--- src/rtl/pc_ctrl_pkg.sv ---
// Shared constants for the PC sequencer: state encodings, widths, default step,
// and the target-alignment helper.
package pc_ctrl_pkg;

    localparam int PC_W        = 32;
    localparam int CNT_W       = 16;
    localparam int PC_STEP_DEF = 4;

    // Encodings are visible on the STATE port, so they are fixed values.
    localparam logic [1:0] ST_IDLE   = 2'b00;
    localparam logic [1:0] ST_FETCH  = 2'b01;
    localparam logic [1:0] ST_HALTED = 2'b10;

    // Redirect targets are word aligned: the low two bits are dropped.
    function automatic logic [PC_W-1:0] align_word(input logic [PC_W-1:0] a);
        return {a[PC_W-1:2], 2'b00};
    endfunction

endpackage

--- src/rtl/pc_seq_ctrl_pc_reg.sv ---
// Program counter storage: synchronous active-high reset to RESET_PC and a
// load enable, so the PC only moves on an accepted fetch.
module pc_reg
    import pc_ctrl_pkg::*;
#(
    parameter logic [PC_W-1:0] RESET_PC = '0
) (
    input  logic            clk,
    input  logic            rst,
    input  logic            load,
    input  logic [PC_W-1:0] d,
    output logic [PC_W-1:0] q
);

    // Reset wins over load; otherwise hold unless loaded.
    always_ff @(posedge clk) begin
        if (rst)
            q <= RESET_PC;
        else if (load)
            q <= d;
    end

endmodule

--- src/rtl/pc_seq_ctrl.sv ---
// Fetch sequencer: small IDLE/FETCH/HALTED FSM, next-PC selection and a
// saturating count of accepted fetches. PC itself lives in pc_reg.
module pc_seq_ctrl
    import pc_ctrl_pkg::*;
#(
    parameter logic [PC_W-1:0] RESET_PC = 32'h0000_0000,
    parameter int              PC_STEP  = PC_STEP_DEF
) (
    input  logic             CLK,
    input  logic             RST,
    input  logic             EN,
    input  logic             STALL,
    input  logic             JMP,
    input  logic [PC_W-1:0]  JMP_TARGET,
    input  logic             BR_TAKEN,
    input  logic [PC_W-1:0]  BR_TARGET,
    input  logic             HALT_REQ,
    input  logic             IMEM_READY,
    output logic             IMEM_REQ,
    output logic [PC_W-1:0]  PC,
    output logic [1:0]       STATE,
    output logic [CNT_W-1:0] INSTR_CNT
);

    logic [1:0]       state;
    logic [1:0]       state_nxt;
    logic             accept;
    logic [PC_W-1:0]  pc_nxt;
    logic [CNT_W-1:0] cnt;

    // Request is purely a function of state and stall; redirects never
    // latch, they only matter on the cycle the memory takes the request.
    assign IMEM_REQ  = (state == ST_FETCH) && !STALL;
    assign accept    = IMEM_REQ && IMEM_READY;
    assign STATE     = state;
    assign INSTR_CNT = cnt;

    // Next PC: jump beats branch beats sequential step (wraps at 2^32).
    always_comb begin
        pc_nxt = PC + PC_W'(PC_STEP);
        if (JMP)
            pc_nxt = align_word(JMP_TARGET);
        else if (BR_TAKEN)
            pc_nxt = align_word(BR_TARGET);
    end

    pc_reg #(
        .RESET_PC (RESET_PC)
    ) u_pc_reg (
        .clk  (CLK),
        .rst  (RST),
        .load (accept),
        .d    (pc_nxt),
        .q    (PC)
    );

    // Next state: halt beats EN=0; an accept in the leaving cycle still
    // updates PC/count because those depend only on accept.
    always_comb begin
        state_nxt = ST_IDLE;
        case (state)
            ST_IDLE: begin
                if (HALT_REQ)
                    state_nxt = ST_HALTED;
                else if (EN)
                    state_nxt = ST_FETCH;
                else
                    state_nxt = ST_IDLE;
            end
            ST_FETCH: begin
                if (HALT_REQ)
                    state_nxt = ST_HALTED;
                else if (!EN)
                    state_nxt = ST_IDLE;
                else
                    state_nxt = ST_FETCH;
            end
            ST_HALTED: state_nxt = ST_HALTED;
            default:   state_nxt = ST_IDLE;   // stray 2'b11 recovers
        endcase
    end

    // State register.
    always_ff @(posedge CLK) begin
        if (RST)
            state <= ST_IDLE;
        else
            state <= state_nxt;
    end

    // Accepted-fetch counter, sticks at all-ones.
    always_ff @(posedge CLK) begin
        if (RST)
            cnt <= '0;
        else if (accept && (cnt != {CNT_W{1'b1}}))
            cnt <= cnt + 1'b1;
    end

endmodule
--- config.mk ---
export PLATFORM = sky130hd
export DESIGN_NAME = pc_seq_ctrl
export DESIGN_NICKNAME = d
export VERILOG_FILES = /design/src/rtl/pc_ctrl_pkg.sv /design/src/rtl/pc_seq_ctrl_pc_reg.sv /design/src/rtl/pc_seq_ctrl.sv
export SDC_FILE = /design/constraint.sdc
export NUM_CORES = 1
export LEC_CHECK = 0
export BUFFER_PORTS_ARGS = -buffer_cell sky130_fd_sc_hd__buf_2
export CAP_MARGIN = 20
export CORE_ASPECT_RATIO = 0.8
export CORE_MARGIN = 2
export CORE_UTILIZATION = 46
export CTS_BUF_LIST = sky130_fd_sc_hd__clkbuf_4
export CTS_CLUSTER_DIAMETER = 50
export DETAILED_ROUTE_END_ITERATION = 8
export GPL_TIMING_DRIVEN = 1
export PLACE_DENSITY = 0.86
export SYNTH_ARGS = -nofsm -noshare
export SYNTH_HDL_FRONTEND = slang
export SYNTH_SLANG_ARGS = --single-unit
--- constraint.sdc ---
create_clock -name CLK -period 2.05 [get_ports CLK]
set_clock_uncertainty 0.15 [all_clocks]
set_input_delay 0.205 -clock CLK [delete_from_list [all_inputs] [get_ports CLK]]
set_output_delay 0.205 -clock CLK [all_outputs]
set_load 0.05 [all_outputs]
==> results of run 1 <==
-- flip-flops by register name, indices dropped and copies added (netlist names) --
| register | flops |
|---|---|
| INSTR_CNT | 16 |
| STATE | 2 |
| u_pc_reg.q | 30 |
-- synth_stat cells (9+ instances only) --
| cell | count | share of area, % |
|---|---|---|
| dfxtp_1 | 48 | 30 |
| nor2_1 | 42 | 5.0 |
| nand2_1 | 39 | 4.6 |
| a21oi_1 | 26 | 4.1 |
| clkbuf_1 | 25 | 2.9 |
| nand3_1 | 21 | 3.3 |
| o21ai_0 | 20 | 3.1 |
| nor3_1 | 14 | 2.2 |
| a22oi_1 | 13 | 3.1 |
| nand4_1 | 10 | 2.0 |
| nor4_1 | 10 | 2.0 |
| xnor2_1 | 10 | 2.8 |
| o22ai_1 | 9 | 1.8 |
-- cells in the final DEF (no fill, tap or decap), types with 5 or more instances in the layout --
master	n
dfxtp_4	25
and4_1	5
nand4_1	10
buf_4	31
xor2_1	6
o22ai_1	9
xnor2_1	10
nor3_1	14
nor4_1	7
o211ai_1	6
dfxtp_1	20
buf_2	116
inv_1	7
a22oi_1	13
o21ai_0	20
nand2_1	38
mux2i_1	8
a21oi_1	26
nand3_1	21
clkbuf_4	5
dlygate4sd3_1	6
nor2_1	42
nand2b_1	5
a221o_1	6
and3_1	5
-- layout make-up --
cell class                 count  area (sq um)  share of cell area, %
clock buffer                   5          37.5                  0.869
clock inverter                 3          45.0                   1.04
inverter                       7          26.3                  0.608
multi-input combinational    331          2160                   50.0
sequential                    48          1060                   24.5
tap                           87           109                   2.52
timing repair buffer         154           885                   20.5
-- worst reg2reg max path: stages, from the launching register on --
cell and delay [ns]:
dfxtp_4 0.39, nand3_1 0.14, or4_4 0.60, nor4_4 0.24
mux2i_1 0.13, a221oi_2 0.28
-- final timing paths --
| check | to | start |
|---|---|---|
| worst max-delay path | u_pc_reg.q[30] | u_pc_reg.q[26] |
| worst max register to register | u_pc_reg.q[30] | u_pc_reg.q[26] |
| worst min register to register | STATE[1] | STATE[0] |
| worst min-delay path | u_pc_reg.q[6] | JMP_TARGET[6] |
-- stage by stage --
| stage | area, sq um | setup WS (ns) | power [mW] | instances | util, % |
|---|---|---|---|---|---|
| global route | 4320 | -0.00930 | 1.91 | 635 | 63.6 |
| global placement | 4100 | 0.0585 | 1.22 | 616 | 60.4 |
| CTS | 4260 | 0.00139 | 1.84 | 632 | 62.7 |
| finish | 4320 | 0.0325 | 1.84 | 635 | 63.6 |
| detailed placement | 4100 | 0.0226 | 1.23 | 616 | 60.4 |
| floorplan | 3330 | -0.107 | 1.11 | 417 | - |
-- logic make-up after synthesis --
kind of cell | count (synthesis) | share of synthesized area (%)
compound gates | 124 | 27.2
xor+xnor | 16 | 4.40
fa+ha+maj | 2 | 0.786
buf+inv | 38 | 4.80
flops | 48 | 30.2
mux | 8 | 2.52
other cells | 1 | 0.118
simple gates | 179 | 30.0
-- layer usage --
layer	vias up	wire, microns	track usage [%]
met5	-	0	0
li1	1860	-	-
met4	0	107	5.07
met3	17	1010	4.90
met2	210	4830	44.0
met1	1839	4750	39.1
-- power groups by stage --
stage / registers (mW) / logic [mW] / clock network [mW]
6_report: 0.927 / 0.296 / 0.615
5_1_grt: 0.929 / 0.321 / 0.661
4_1_cts: 0.926 / 0.290 / 0.628
3_5_place_dp: 0.947 / 0.280 / 0
3_3_place_gp: 0.945 / 0.273 / 0
2_1_floorplan: 0.972 / 0.136 / 0
-- timing repair --
item,CTS,global route
resized for setup,0,7
endpoints found under the setup margin,1,9
hold endpoints to repair,6,0
pin swaps,1,4
hold buffers,6,0
setup buffers,2,3
==> impl_metrics.tcl, run 1 <==
set metrics [dict create \
    outcome "completed" \
    register_bit_count_reported_by_yosys 48 \
    antenna_viol_nets_final 0 \
    cts.sinks 48 \
    swShare_pct 29.3 \
    highest_clock_rate_mhz 496 \
    cp_data_arrival_time_ns 2.16 \
    ys_types 61 \
    io_buffer_count 116 \
    timing.critical_path.to_type "flip-flop" \
    share_comb_of_total_power_pct 16.1 \
    wl_per_cell_microns 16.8 \
    synth_async_sr_flop_share_pct 0 \
    max-vdd-ir-drop_uv 290 \
    route.detailed.drc 0 \
    via_count 3926 \
    share_clk_of_total_power_pct 33.5 \
    number_of_cells_on_the_critical_path 5 \
    core_area_sq_um 6790 \
    period_share_pct 98.4 \
    timing.setup.critical_path_class "flip-flop to flip-flop" \
    die_span_y_microns 78.4 \
    number_of_antenna_violations_at_the_first_check_in_global_routing 0 \
    first_pass_iters 5 \
    transition_time_of_the_tightest_slew_check_pin_ns 0.508 \
    clock_tree.root_cell "clkbuf_4" \
    worst_hold_slack_ns 0.0234 \
    antenna_cells 0 \
    cts_tree "built" \
    cp_cell_sequence "nand3_1 -> or4_4 -> nor4_4 -> mux2i_1 -> a221oi_2" \
    synthesis.instances 416 \
    pin_count 123 \
    maxSlewViolCount 0 \
    grt_start_max_net_pins 31 \
    drv_cap 0 \
    hold_depth 3 \
    worst_skew_pair.late_latency_ns 0.38 \
    synthesized_area_per_cell_sq_um 7.65 \
    total_switching_power_uw 539 \
    reg2reg_setup_slack_ns 0.03 \
    final_layout_size_suffix_gt1_share_pct 36.9 \
    rows 27 \
    die-area_sq_um 7610 \
    top_family_by_delay_on_critical_path "simple AND/OR/NAND/NOR gates" \
    timing.final.crit_period_ns 2.02 \
    drt_wl_total_microns 10700 \
    pwr_cell_area_nw_per_um2 425 \
    sequential_power_share_pct 50.4 \
    timing_hold_violations_final 0 \
    grt_setup_unrepaired "true" \
    start_util_pct 46.9 \
    setup_tns_ns 0 \
    grt_remaining_overflow 0 \
    synth_ff_type "dfxtp_1" \
    timing.final.setup_violations 0 \
    h-tree-depth 2 \
    yosysWarnings 0 \
    finalNetCount 621 \
    netlist_area_sq_um 3180 \
    total_leakage_power_nw 1.78 \
    clk_pin_slew_ns 0.16 \
    clock_tree.buffer_depth 2 \
    filler_cell_count 608 \
    grt_usage_pct 27.4 \
    tritoncts.num_buffers 5 \
    drt-vias-per-instance 6.18 \
    min_path_type "input port to flip-flop" \
    grt_pass1_wl_microns 17300 \
    worstPathBufferInverterCount 0 \
    critPathMaxStageDelay_ns 0.60 \
    crit_slowest_cell "or4_4" \
    die_x_microns 97.0 \
    max_slew_margin_pct 65.8 \
    required_ns 2.19 \
    routabilityCongestion 0.932 \
    number_of_global_route_vias_before_repair 3543 \
    synth_sequential_area_ratio_pct 30.2 \
    timing.critical_path.fanout_max 5 \
    timing.critical_path.from_type "flip-flop" \
    number_of_design_rule_violations_left_by_the_first_detailed_router_iteration 276 \
    synth-edff-count 0 \
    worstRegToRegCells 5 \
    p_int_mw 1.30 \
    syn2layout_area_growth_pct 35.8 \
    dp_hpwl_microns 7810 \
]
Power figures use the tool's default switching activity.
==> run 2, diff against run 1 <==
- ABC_AREA: default -> 1
- CORE_UTILIZATION: 46 -> 47
- GPL_ROUTABILITY_DRIVEN: default -> 0
- SLEW_MARGIN: default -> 30
==> run 2 against run 1 <==
Combinational power grew 9.1%. Clock power fell by 3.6%. Die area rose by 6.8%. Sequential power rose by 3.2%. First-iteration DRC count is 3.6% higher. Maximum frequency up 5.4%. Worst setup slack improved by 0.10 ns. Routed wire length increased by 3.6%. Critical path type unchanged. Largest cell class unchanged. Highest routed layer unchanged.
==> impl_metrics.tcl, run 2 <==
set metrics [dict create \
    worstRegToRegCells 6 \
    largest_register_ffs 30 \
    final_cell_mix "nand2_1 (148), buf_2 (116), nor2_1 (84)" \
    route.detailed.drc 0 \
    antenna_cells 0 \
    timing.critical_path.from_type "flip-flop" \
    placement.cell_area_sq_um 4160 \
    worst_skew_pair.late_latency_ns 0.39 \
    pin_count 123 \
    grt_start_max_net_pins 44 \
    postCtsSetupBuffers 0 \
    critPathMaxStageDelay_ns 0.56 \
    outcome "completed" \
    clock_tree.root_cell "clkbuf_4" \
    critical_path.reg2reg.endpoint "u_pc_reg.q[5]" \
    worstHoldStart "BR_TARGET[31]" \
    setup_tns_ns 0 \
    timing.final.setup_violations 0 \
    core_area_sq_um 7290 \
    detailroute.wirelength.met2_microns 5200 \
    hold_depth 5 \
    filler_cell_count 667 \
    transition_time_of_the_tightest_slew_check_pin_ns 0.620 \
    highest_clock_rate_mhz 523 \
    io_buffer_count 116 \
    required_ns 2.19 \
    ys_types 40 \
    die_span_y_microns 81 \
    grt_pass1_wl_microns 17500 \
    cts.sinks 48 \
    synth-edff-count 0 \
    timing.critical_path.to_type "flip-flop" \
    min_to "u_pc_reg.q[31]" \
    leading_cell_type_by_number_of_instances_after_synthesis "nand2_1" \
    min_path_type "input port to flip-flop" \
    number_of_design_rule_violations_left_by_the_first_detailed_router_iteration 286 \
    max_slew_margin_pct 58.6 \
    design_area_sq_um 4560 \
    crit_slowest_cell "dlygate4sd3_1" \
    synthesized_area_per_cell_sq_um 6.25 \
    mostFrequentLayoutCell "nand2_1" \
    rows 28 \
    fin_total_pwr_mw 1.87 \
    clock_tree.buffer_depth 2 \
    synth_async_sr_flop_share_pct 0 \
    grt_setup_unrepaired "false" \
    start_util_pct 47.8 \
    register_bit_count_reported_by_yosys 48 \
    area.sequential_sq_um 971 \
    grt_usage_pct 26.9 \
    post_synth_main_area_contributors "dfxtp_1 (28%), nand2_1 (16%), a21oi_1 (9.5%), nor2_1 (9.1%), nand3_1 (4.2%)" \
    via_count 4229 \
    final_layout_size_suffix_gt1_share_pct 25.7 \
    number_of_antenna_violations_at_the_first_check_in_global_routing 0 \
    cts_tree "built" \
    total_leakage_power_nw 1.92 \
    syn2layout_area_growth_pct 30.9 \
    worstPathBufferInverterCount 2 \
    grt_remaining_overflow 0 \
    synthesis.instances 557 \
    worstReg2RegStart "STATE[0]" \
    yosys-top-cells-count "nand2_1 (148), nor2_1 (84), a21oi_1 (66)" \
    drt_wl_total_microns 11100 \
    cp_data_arrival_time_ns 2.06 \
    worst_hold_slack_ns 0.0190 \
    max-vdd-ir-drop_uv 345 \
    antenna_viol_nets_final 0 \
    multi_input_area_sq_um 2290 \
    topRoutingLayerUsed "met4" \
    finish.utilization_pct 62.6 \
    synth_largest_type_area_fraction_pct 27.6 \
    top_family_by_delay_on_critical_path "buffers and inverters" \
    finalNetCount 769 \
    registers.top_by_ff_count "u_pc_reg.q" \
    dp_hpwl_microns 7960 \
    cp_cell_sequence "nor3b_4 -> nand2_2 -> clkinv_4 -> o21ai_0 -> a21oi_1 -> dlygate4sd3_1" \
    yosysWarnings 0 \
    die-area_sq_um 8120 \
    timing.setup.critical_path_class "flip-flop to flip-flop" \
    wl_per_cell_microns 14.1 \
    netlist_area_sq_um 3480 \
    maxSlewViolCount 0 \
    clk_pin_slew_ns 0.15 \
    drt-vias-per-instance 5.38 \
    timing.final.crit_period_ns 1.91 \
    synth_ff_type "dfxtp_1" \
    first_pass_iters 4 \
    number_of_global_route_vias_before_repair 3961 \
    drv_cap 0 \
    timing_hold_violations_final 0 \
    period_share_pct 93.3 \
    die_x_microns 100 \
    h-tree-depth 2 \
    timing.critical_path.fanout_max 28 \
    reg2reg_setup_slack_ns 0.14 \
    synth_largest_area_cell "dfxtp_1" \
    route.layer.met1.wl_microns 4590 \
    pwr_cell_area_nw_per_um2 411 \
    synth_sequential_area_ratio_pct 27.6 \
    tritoncts.num_buffers 5 \
    routed-wl-met3_microns 1040 \
]
-- run 2: changes by cell type in the layout (fill, tap and decap cells not counted), sizes merged, moves of 12 or more --
cell / previous run / this run
a21oi: 26 / 74
a22oi: 13 / 0
buf: 148 / 125
dlygate4sd3: 6 / 31
inv: 9 / 29
nand2: 39 / 157
nor2: 42 / 96
nor4: 12 / 0
o21ai: 20 / 34
-- run 2: kinds of logic after synthesis --
logic type               after synthesis  synth area share [%]
AND/OR/NAND/NOR                      311                  40.7
buffers and inverters                 56                  7.15
other                                  1                 0.108
flip-flops                            48                  27.6
AO/OA/AOI/OAI                        120                  19.0
XOR/XNOR                              19                  4.78
adder cells (fa/ha/maj)                2                 0.718
-- run 2: layout make-up --
class                           instances  area share (%)
Clock buffer                            5           0.823
Sequential cell                        48            21.3
Inverter                               30            2.64
Tap cell                               90            2.47
Multi-Input combinational cell        454            50.2
Timing Repair Buffer                  156            21.7
Clock inverter                          3           0.933
-- run 2: per-stage QoR --
stage          worst slack, ns  std cells
5_1_grt                0.00490        786
2_1_floorplan          0.00889        558
6_report                 0.136        786
4_1_cts                  0.142        786
3_5_place_dp             0.209        747
3_3_place_gp             0.279        747
-- run 2: metal layers --
metal | vias to the layer above | GRT usage, %
li1 | 2101 | -
met1 | 1894 | 32.1
met2 | 209 | 46.9
met3 | 25 | 5.34
met4 | 0 | 12.3
met5 | - | 0
-- run 2: repair_timing --
action | 4_1_cts | 5_1_grt
gates resized for setup | 0 | 4
hold buffers | 31 | 0
hold endpoints to repair | 25 | 0
setup endpoints to repair | 0 | 1
-- run 2: how the worst max path moves through the flow --
stage,startpoint,endpoint,slack (ns),depth (start not counted)
6_report,STATE[0],u_pc_reg.q[5],0.14,6
5_1_grt,STATE[1],u_pc_reg.q[5],0.005,6
4_1_cts,STATE[1],u_pc_reg.q[5],0.14,6
3_5_place_dp,INSTR_CNT[0],INSTR_CNT[6],0.21,9
3_3_place_gp,INSTR_CNT[0],INSTR_CNT[6],0.28,9
2_1_floorplan,INSTR_CNT[1],INSTR_CNT[5],0.009,9
-- run 2: worst min-delay path, delay by kind of cell --
kind	cells	cell delay, ns
and+or+nand+nor	3	0.18
buffers and inverters	1	0.09
AOI/OAI and AO/OA	1	0.05
-- run 2: where the power goes --
| part | leakage, nW | internal, mW | total [mW] | switching [mW] |
|---|---|---|---|---|
| sequential | 0.390 | 0.942 | 0.957 | 0.0151 |
| combinational | 1.49 | 0.142 | 0.323 | 0.180 |
| clock | 0.0412 | 0.255 | 0.593 | 0.339 |
